**config.mk**
```make
export PLATFORM = sky130hd
export DESIGN_NAME = if_id_ir_stage
export DESIGN_NICKNAME = d
export VERILOG_FILES = /design/src/rtl/if_id_ir_stage_pkg.sv /design/src/rtl/if_id_ir_stage_sat_counter.sv /design/src/rtl/if_id_ir_stage.sv
export SDC_FILE = /design/constraint.sdc
export NUM_CORES = 1
export LEC_CHECK = 0
export CORE_MARGIN = 10
export CORE_UTILIZATION = 45
export DETAILED_ROUTE_END_ITERATION = 8
export PLACE_DENSITY = 0.86
export RECOVER_POWER = 100
export SYNTH_ARGS = -nofsm -noshare
export SYNTH_HDL_FRONTEND = slang
export SYNTH_SLANG_ARGS = --single-unit
```
**constraint.sdc**
```tcl
create_clock -name clk -period 3.92 [get_ports clk]
set_input_delay 0.98 -clock clk [delete_from_list [all_inputs] [get_ports clk]]
set_output_delay 0.98 -clock clk [all_outputs]
set_load 0.01 [all_outputs]
```
**src/rtl/if_id_ir_stage_pkg.sv**
```systemverilog
// ---------------------------------------------------------------------------
// if_id_ir_stage_pkg
//
// Shared definitions for the registered IF/ID instruction stage:
//   - NOP_WORD_DEFAULT : default bubble word injected into ID
//   - REM_W            : width of the post-branch bubble down-counter
//   - state_e          : bubble-drain FSM encoding (RUN / DRAIN)
//   - sel_e            : source select for the ID instruction register
//   - sel_is_bubble()  : tells whether a select code loads an injected NOP
// ---------------------------------------------------------------------------
package if_id_ir_stage_pkg;

  localparam logic [31:0] NOP_WORD_DEFAULT = 32'h0000_0000;

  // Holds BR_BUBBLES, whose legal range is 0..15.
  localparam int unsigned REM_W = 4;

  typedef enum logic {
    ST_RUN   = 1'b0,
    ST_DRAIN = 1'b1
  } state_e;

  typedef enum logic [1:0] {
    SEL_IF  = 2'd0,
    SEL_NOP = 2'd1,
    SEL_BR  = 2'd2
  } sel_e;

  function automatic logic sel_is_bubble(input sel_e sel);
    return (sel == SEL_NOP);
  endfunction

endpackage : if_id_ir_stage_pkg

```
**src/rtl/if_id_ir_stage_sat_counter.sv**
```systemverilog
// ---------------------------------------------------------------------------
// sat_counter
//
// Up-counter that sticks at all-ones instead of wrapping. Used for the
// bubble statistics of the IF/ID stage.
//
// Parameters:
//   W     : counter width
// Ports:
//   clk   : clock, rising edge
//   rst_n : asynchronous active-low reset, clears the count
//   inc   : add one on this edge (ignored once saturated)
//   cnt   : current count (registered)
// ---------------------------------------------------------------------------
module sat_counter #(
  parameter int unsigned W = 16
) (
  input  logic         clk,
  input  logic         rst_n,
  input  logic         inc,
  output logic [W-1:0] cnt
);

  logic [W-1:0] cnt_q;
  logic [W-1:0] cnt_d;

  // Saturating increment: all-ones is terminal.
  function automatic logic [W-1:0] sat_inc(input logic [W-1:0] val);
    logic [W-1:0] res;
    if (&val) begin
      res = val;
    end else begin
      res = val + {{(W-1){1'b0}}, 1'b1};
    end
    return res;
  endfunction

  always_comb begin
    cnt_d = cnt_q;
    if (inc) begin
      cnt_d = sat_inc(cnt_q);
    end
  end

  always_ff @(posedge clk or negedge rst_n) begin
    if (!rst_n) begin
      cnt_q <= '0;
    end else begin
      cnt_q <= cnt_d;
    end
  end

  assign cnt = cnt_q;

endmodule : sat_counter

```
**src/rtl/if_id_ir_stage.sv**
```systemverilog
// ---------------------------------------------------------------------------
// if_id_ir_stage
//
// Registered IF/ID instruction stage. Every rising edge loads the ID
// instruction register from exactly one source, chosen by priority:
//   flush > stall (hold) > branch taken > bubble drain > normal fetch.
// After a taken branch, a small RUN/DRAIN FSM injects BR_BUBBLES NOP slots
// before fetched words are accepted again. All outputs are registered, so
// there is no combinational input-to-output path.
//
// Parameters:
//   DATA_W     : instruction word width
//   NOP_WORD   : word injected as a bubble
//   BR_BUBBLES : NOP slots emitted after a taken branch (0..15)
//   STAT_W     : width of the saturating bubble statistics counter
// Ports:
//   clk          : clock, rising edge
//   rst_n        : asynchronous active-low reset
//   if_instr     : fetched word
//   if_valid     : if_instr is valid this cycle
//   br_instr     : instruction to issue on a taken branch
//   br_taken     : branch resolved taken (one-cycle pulse)
//   flush        : kill ID contents and abort any bubble drain
//   stall        : hold ID register, FSM and statistics
//   id_instr     : registered instruction to the ID decoder
//   id_valid     : id_instr is a real or bubble slot to decode
//   id_is_bubble : id_instr is an injected NOP_WORD
//   drain_busy   : FSM is in DRAIN
//   bubble_cnt   : saturating count of edges that loaded a bubble
// ---------------------------------------------------------------------------
module if_id_ir_stage
  import if_id_ir_stage_pkg::*;
#(
  parameter int unsigned        DATA_W     = 32,
  parameter logic [DATA_W-1:0]  NOP_WORD   = DATA_W'(NOP_WORD_DEFAULT),
  parameter int unsigned        BR_BUBBLES = 1,
  parameter int unsigned        STAT_W     = 16
) (
  input  logic              clk,
  input  logic              rst_n,
  input  logic [DATA_W-1:0] if_instr,
  input  logic              if_valid,
  input  logic [DATA_W-1:0] br_instr,
  input  logic              br_taken,
  input  logic              flush,
  input  logic              stall,
  output logic [DATA_W-1:0] id_instr,
  output logic              id_valid,
  output logic              id_is_bubble,
  output logic              drain_busy,
  output logic [STAT_W-1:0] bubble_cnt
);

  localparam logic [REM_W-1:0] BR_REM    = REM_W'(BR_BUBBLES);
  localparam logic             HAS_DRAIN = (BR_BUBBLES > 0);

  // FSM / counter state
  state_e             state_q, state_d;
  logic [REM_W-1:0]   rem_q,   rem_d;

  // ID register
  logic [DATA_W-1:0]  id_instr_q, id_instr_d;
  logic               id_valid_q, id_valid_d;
  logic               id_bub_q,   id_bub_d;

  // Decode results
  sel_e               sel;
  logic               load;
  logic               bub_inc;

  // -------------------------------------------------------------------------
  // Stage boundary: IF inputs -> select / next-state decode
  // -------------------------------------------------------------------------
  always_comb begin
    sel     = SEL_IF;
    load    = 1'b0;
    bub_inc = 1'b0;
    state_d = state_q;
    rem_d   = rem_q;

    if (flush) begin
      // Flush beats stall and drops any concurrent branch.
      load    = 1'b1;
      sel     = SEL_NOP;
      bub_inc = 1'b1;
      state_d = ST_RUN;
      rem_d   = '0;
    end else if (stall) begin
      // Full hold: a branch presented during a stall is lost and must be
      // re-presented by the hazard unit.
      load = 1'b0;
    end else if (br_taken) begin
      load = 1'b1;
      sel  = SEL_BR;
      // A branch arriving mid-drain reloads the count.
      if (HAS_DRAIN) begin
        state_d = ST_DRAIN;
        rem_d   = BR_REM;
      end else begin
        state_d = ST_RUN;
        rem_d   = '0;
      end
    end else if (state_q == ST_DRAIN) begin
      // Fetched word is discarded while draining.
      load    = 1'b1;
      sel     = SEL_NOP;
      bub_inc = 1'b1;
      rem_d   = rem_q - REM_W'(1);
      if (rem_q == REM_W'(1)) begin
        state_d = ST_RUN;
      end
    end else begin
      load = 1'b1;
      sel  = SEL_IF;
    end
  end

  always_comb begin
    id_instr_d = if_instr;
    id_valid_d = if_valid;
    unique case (sel)
      SEL_BR: begin
        id_instr_d = br_instr;
        id_valid_d = 1'b1;
      end
      SEL_NOP: begin
        id_instr_d = NOP_WORD;
        id_valid_d = 1'b1;
      end
      default: begin
        id_instr_d = if_instr;
        id_valid_d = if_valid;
      end
    endcase
    id_bub_d = sel_is_bubble(sel);
  end

  // -------------------------------------------------------------------------
  // Stage boundary: ID register and drain FSM
  // -------------------------------------------------------------------------
  always_ff @(posedge clk or negedge rst_n) begin
    if (!rst_n) begin
      state_q    <= ST_RUN;
      rem_q      <= '0;
      id_instr_q <= NOP_WORD;
      id_valid_q <= 1'b0;
      id_bub_q   <= 1'b0;
    end else begin
      state_q <= state_d;
      rem_q   <= rem_d;
      if (load) begin
        id_instr_q <= id_instr_d;
        id_valid_q <= id_valid_d;
        id_bub_q   <= id_bub_d;
      end
    end
  end

  sat_counter #(
    .W (STAT_W)
  ) u_bubble_cnt (
    .clk   (clk),
    .rst_n (rst_n),
    .inc   (bub_inc),
    .cnt   (bubble_cnt)
  );

  assign id_instr     = id_instr_q;
  assign id_valid     = id_valid_q;
  assign id_is_bubble = id_bub_q;
  assign drain_busy   = (state_q == ST_DRAIN);

endmodule : if_id_ir_stage

```
==> flow_summary.yaml <==
outcome:
  status: "finished, violations left"
  violations: "capacitance limit, slew limit"
routing:
  wl_mm: 8.29
  antenna_left: 0
  drc: 0
  detail_route.wl_per_cell_um: 18.5
  drtPass1Iterations: 4
  routed_via_density: 5.41
  drtIter0Drc: 137
  vias: 2427
flow_run:
  maxCapViolations: 1
clock_network:
  cts_setup_buffers: 0
  clock-root-buffer: "clkbuf_8"
  cts_tree: "done"
  clkLatencyLatePin_ns: 0.31
  path_clk_slew_ns: 0.09
  cts.sinks: 55
  cts_buffer_depth: 2
  cts-resized-gates: 0
  htreeDepth: 2
  cts-buffers-inserted: 5
  hold_buffers: 0
synthesis:
  async_flop_share_pct: 100
  yosysMostFrequentCell: "dfrtp_1"
  synth_largest_area_cell: "dfrtp_1"
  synth.top_cells.by_count: "dfrtp_1, nor2_1, a22oi_1, a21oi_1, xor2_1"
  synth_top_family_by_area: "compound AO/OA/AOI/OAI gates"
  synthXorXnorAreaFrac_pct: 5.00
  synth_cell_types: 36
  synth.area.mux_share_pct: 1.86
  synth_top_area_share_pct: 52.4
  ys_warn_count: 0
  postSynthAreaPerCell_um2: 10.0
  ys.flop_type: "dfrtp_1"
  netlist_instances: 262
  synth_simple_gate_area_share_pct: 16.5
  synth_fp_nets: 337
  synth_edf_count: 0
  synth_area_leaders: "dfrtp_1, a22oi_1, a21oi_1"
  syn_area_um2: 2630
  synth-compound-area-share_pct: 17.8
  yosysSeqAreaShare_pct: 52.4
  synthAdderAreaFrac_pct: 2.38
  synth-seq-cells: 55
sta:
  maxSlewHeadroom_pct: -6.34
  hold_slack_ns: 0.499
  worst_slew_pin_slew_ns: 1.60
  hold_violations: 0
  rsz0062_at_grt: "false"
  fin_setup_tns_ns: 0
  setup_viol: 0
  fin_crit_sh_pct: 81.3
  slew_violations: 32
  fin_crit_ns: 3.19
  clock_skew_ns: 0.0164
  timing.fmax_mhz: 314
cells_and_area:
  fin_util_pct: 70.7
  stdcell_count: 449
  final_nets: 451
  drive_gt1_share_pct: 5.31
  diodes: 0
  syn2layout_area_growth_pct: 50.0
  fin_area_um2: 3940
  fillCellCount: 424
critical_path:
  end_kind: "flip-flop"
  crit_fanout: 34
  start_kind: "primary input"
  cp.arrival_ns: 3.33
  cpMaxStageDelayCell: "dlygate4sd3_1"
  path_class: "primary input to flip-flop"
  required_ns: 4.06
  crit_path_max_incr_delay_ns: 0.70
  cp_cell_sequence: "dlygate4sd3_1, or3_1, inv_1, ha_1, clkbuf_2, a22oi_1, a21oi_1"
power:
  power_frac_comb_pct: 31.8
  power_frac_clock_pct: 19.1
  pwr-share-seq_pct: 49.1
  peakVddDrop_v: 0.000268
  p_int_w: 0.00106
  netSwitchingPower_w: 0.000503
  swShare_pct: 32.1
  p_leak_nw: 1.69
  p_per_area_nw_per_um2: 397
floorplan:
  core_um2: 5570
  rows: 27
  initial_utilization_pct: 47.2
  fp.dieW_um: 96.4
  dieArea_um2: 9300
  io_pins: 121
  die_y_um: 96.4
global_route:
  grt-ovfl-total: 0
  grt_pass1_vias: 2494
  busiest_layer: "met2"
  grt.met3_usage_pct: 7.40
  use_met2_pct: 29.1
  grt_pass1_wl_mm: 12.6
  grt_start_max_net_pins: 50
  grtUsageTotal_pct: 17.4
  grt.met1_usage_pct: 20.1
  antenna_found_initial: 0
placement:
  placed_area_um2: 3870
  globalplace.congestion: 0.815
  dp.cells: 441
  dp_hpwl_mm: 6.40
  io_buffers: 120
hold_path:
  hp-class: "flip-flop to flip-flop"
-- stage by stage --
stage                     setup slack (ns)  total power [W]
final                                0.733          0.00157
after global routing                 0.581          0.00167
after CTS                            0.927          0.00163
after detailed placement             0.626          0.00133
after global placement               0.724          0.00131
after floorplan                       1.24         0.000989
-- worst max-delay path: cells and delay by family --
kind            cells  cell delay (ns)
compound gates      2             0.43
fa+ha+maj           1             0.24
buf+inv             3             1.22
simple gates        1             0.44
-- state kept, by name (all words and copies together), names as in the netlist --
| name | cells |
|---|---|
| u_bubble_cnt.cnt | 16 |
| drain_busy | 1 |
| id_valid | 1 |
| rem_q | 4 |
| id_is_bubble | 1 |
| id_instr | 32 |
-- kinds of logic (layout without fill, tap and decap cells) --
group / after synthesis / count (layout)
simple gates: 85 / 85
xor+xnor: 15 / 15
fa+ha+maj: 5 / 5
compound gates: 74 / 74
mux: 4 / 4
buf+inv: 24 / 139
flops: 55 / 55
-- path summary, 6_finish.rpt --
path	cells past startpoint	startpoint	to	slack [ns]
setup / recovery	7	stall	id_instr[4]	0.73
hold / removal	1	id_is_bubble	id_is_bubble	0.50
setup reg to reg	5	u_bubble_cnt.cnt[0]	u_bubble_cnt.cnt[1]	1.91
hold reg to reg	1	id_is_bubble	id_is_bubble	0.50
max in group asynchronous	2	rst_n	id_instr[8]	1.75
min in group asynchronous	1	rst_n	u_bubble_cnt.cnt[7]	1.05
-- layout by cell type, fill, tap and decap left out, types with 2 or more instances in the layout --
master            n
clkdlybuf4s50_1  67
dfrtp_1          55
dlygate4sd3_1    52
nor2_1           42
a22oi_1          34
a21oi_1          33
xor2_1           15
nand2_1           8
nor3_1            7
inv_1             6
ha_1              5
clkbuf_8          5
nand4_1           4
nor4_1            4
nand3_1           3
and3_1            3
mux2_2            3
o21ai_0           3
clkbuf_1          3
buf_4             3
nor3b_1           2
nor4b_1           2
-- power by group through the flow --
stage	Clock, W	Sequential, W	Combinational, W
after global routing	0.000335	0.000786	0.000551
after CTS	0.000310	0.000773	0.000549
final	0.000300	0.000769	0.000498
after global placement	0	0.000779	0.000531
after floorplan	0	0.000809	0.000181
after detailed placement	0	0.000781	0.000547
-- final cells by class --
| type | count | area, um2 | area share [%] |
|---|---|---|---|
| clock buffer | 6 | 72.6 | 1.84 |
| clock inverter | 2 | 12.5 | 0.317 |
| inverter | 6 | 22.5 | 0.571 |
| multi-input combinational | 183 | 1140 | 29.0 |
| sequential | 55 | 1380 | 34.9 |
| tap | 72 | 90.1 | 2.28 |
| timing repair buffer | 125 | 1230 | 31.1 |
-- layer usage --
layer	vias to the layer above	routed length (um)
met4	0	140
met2	97	4030
met5	-	0
met1	1158	3230
met3	10	884
li1	1162	-
Note: power is estimated with default switching activity, not from simulation.
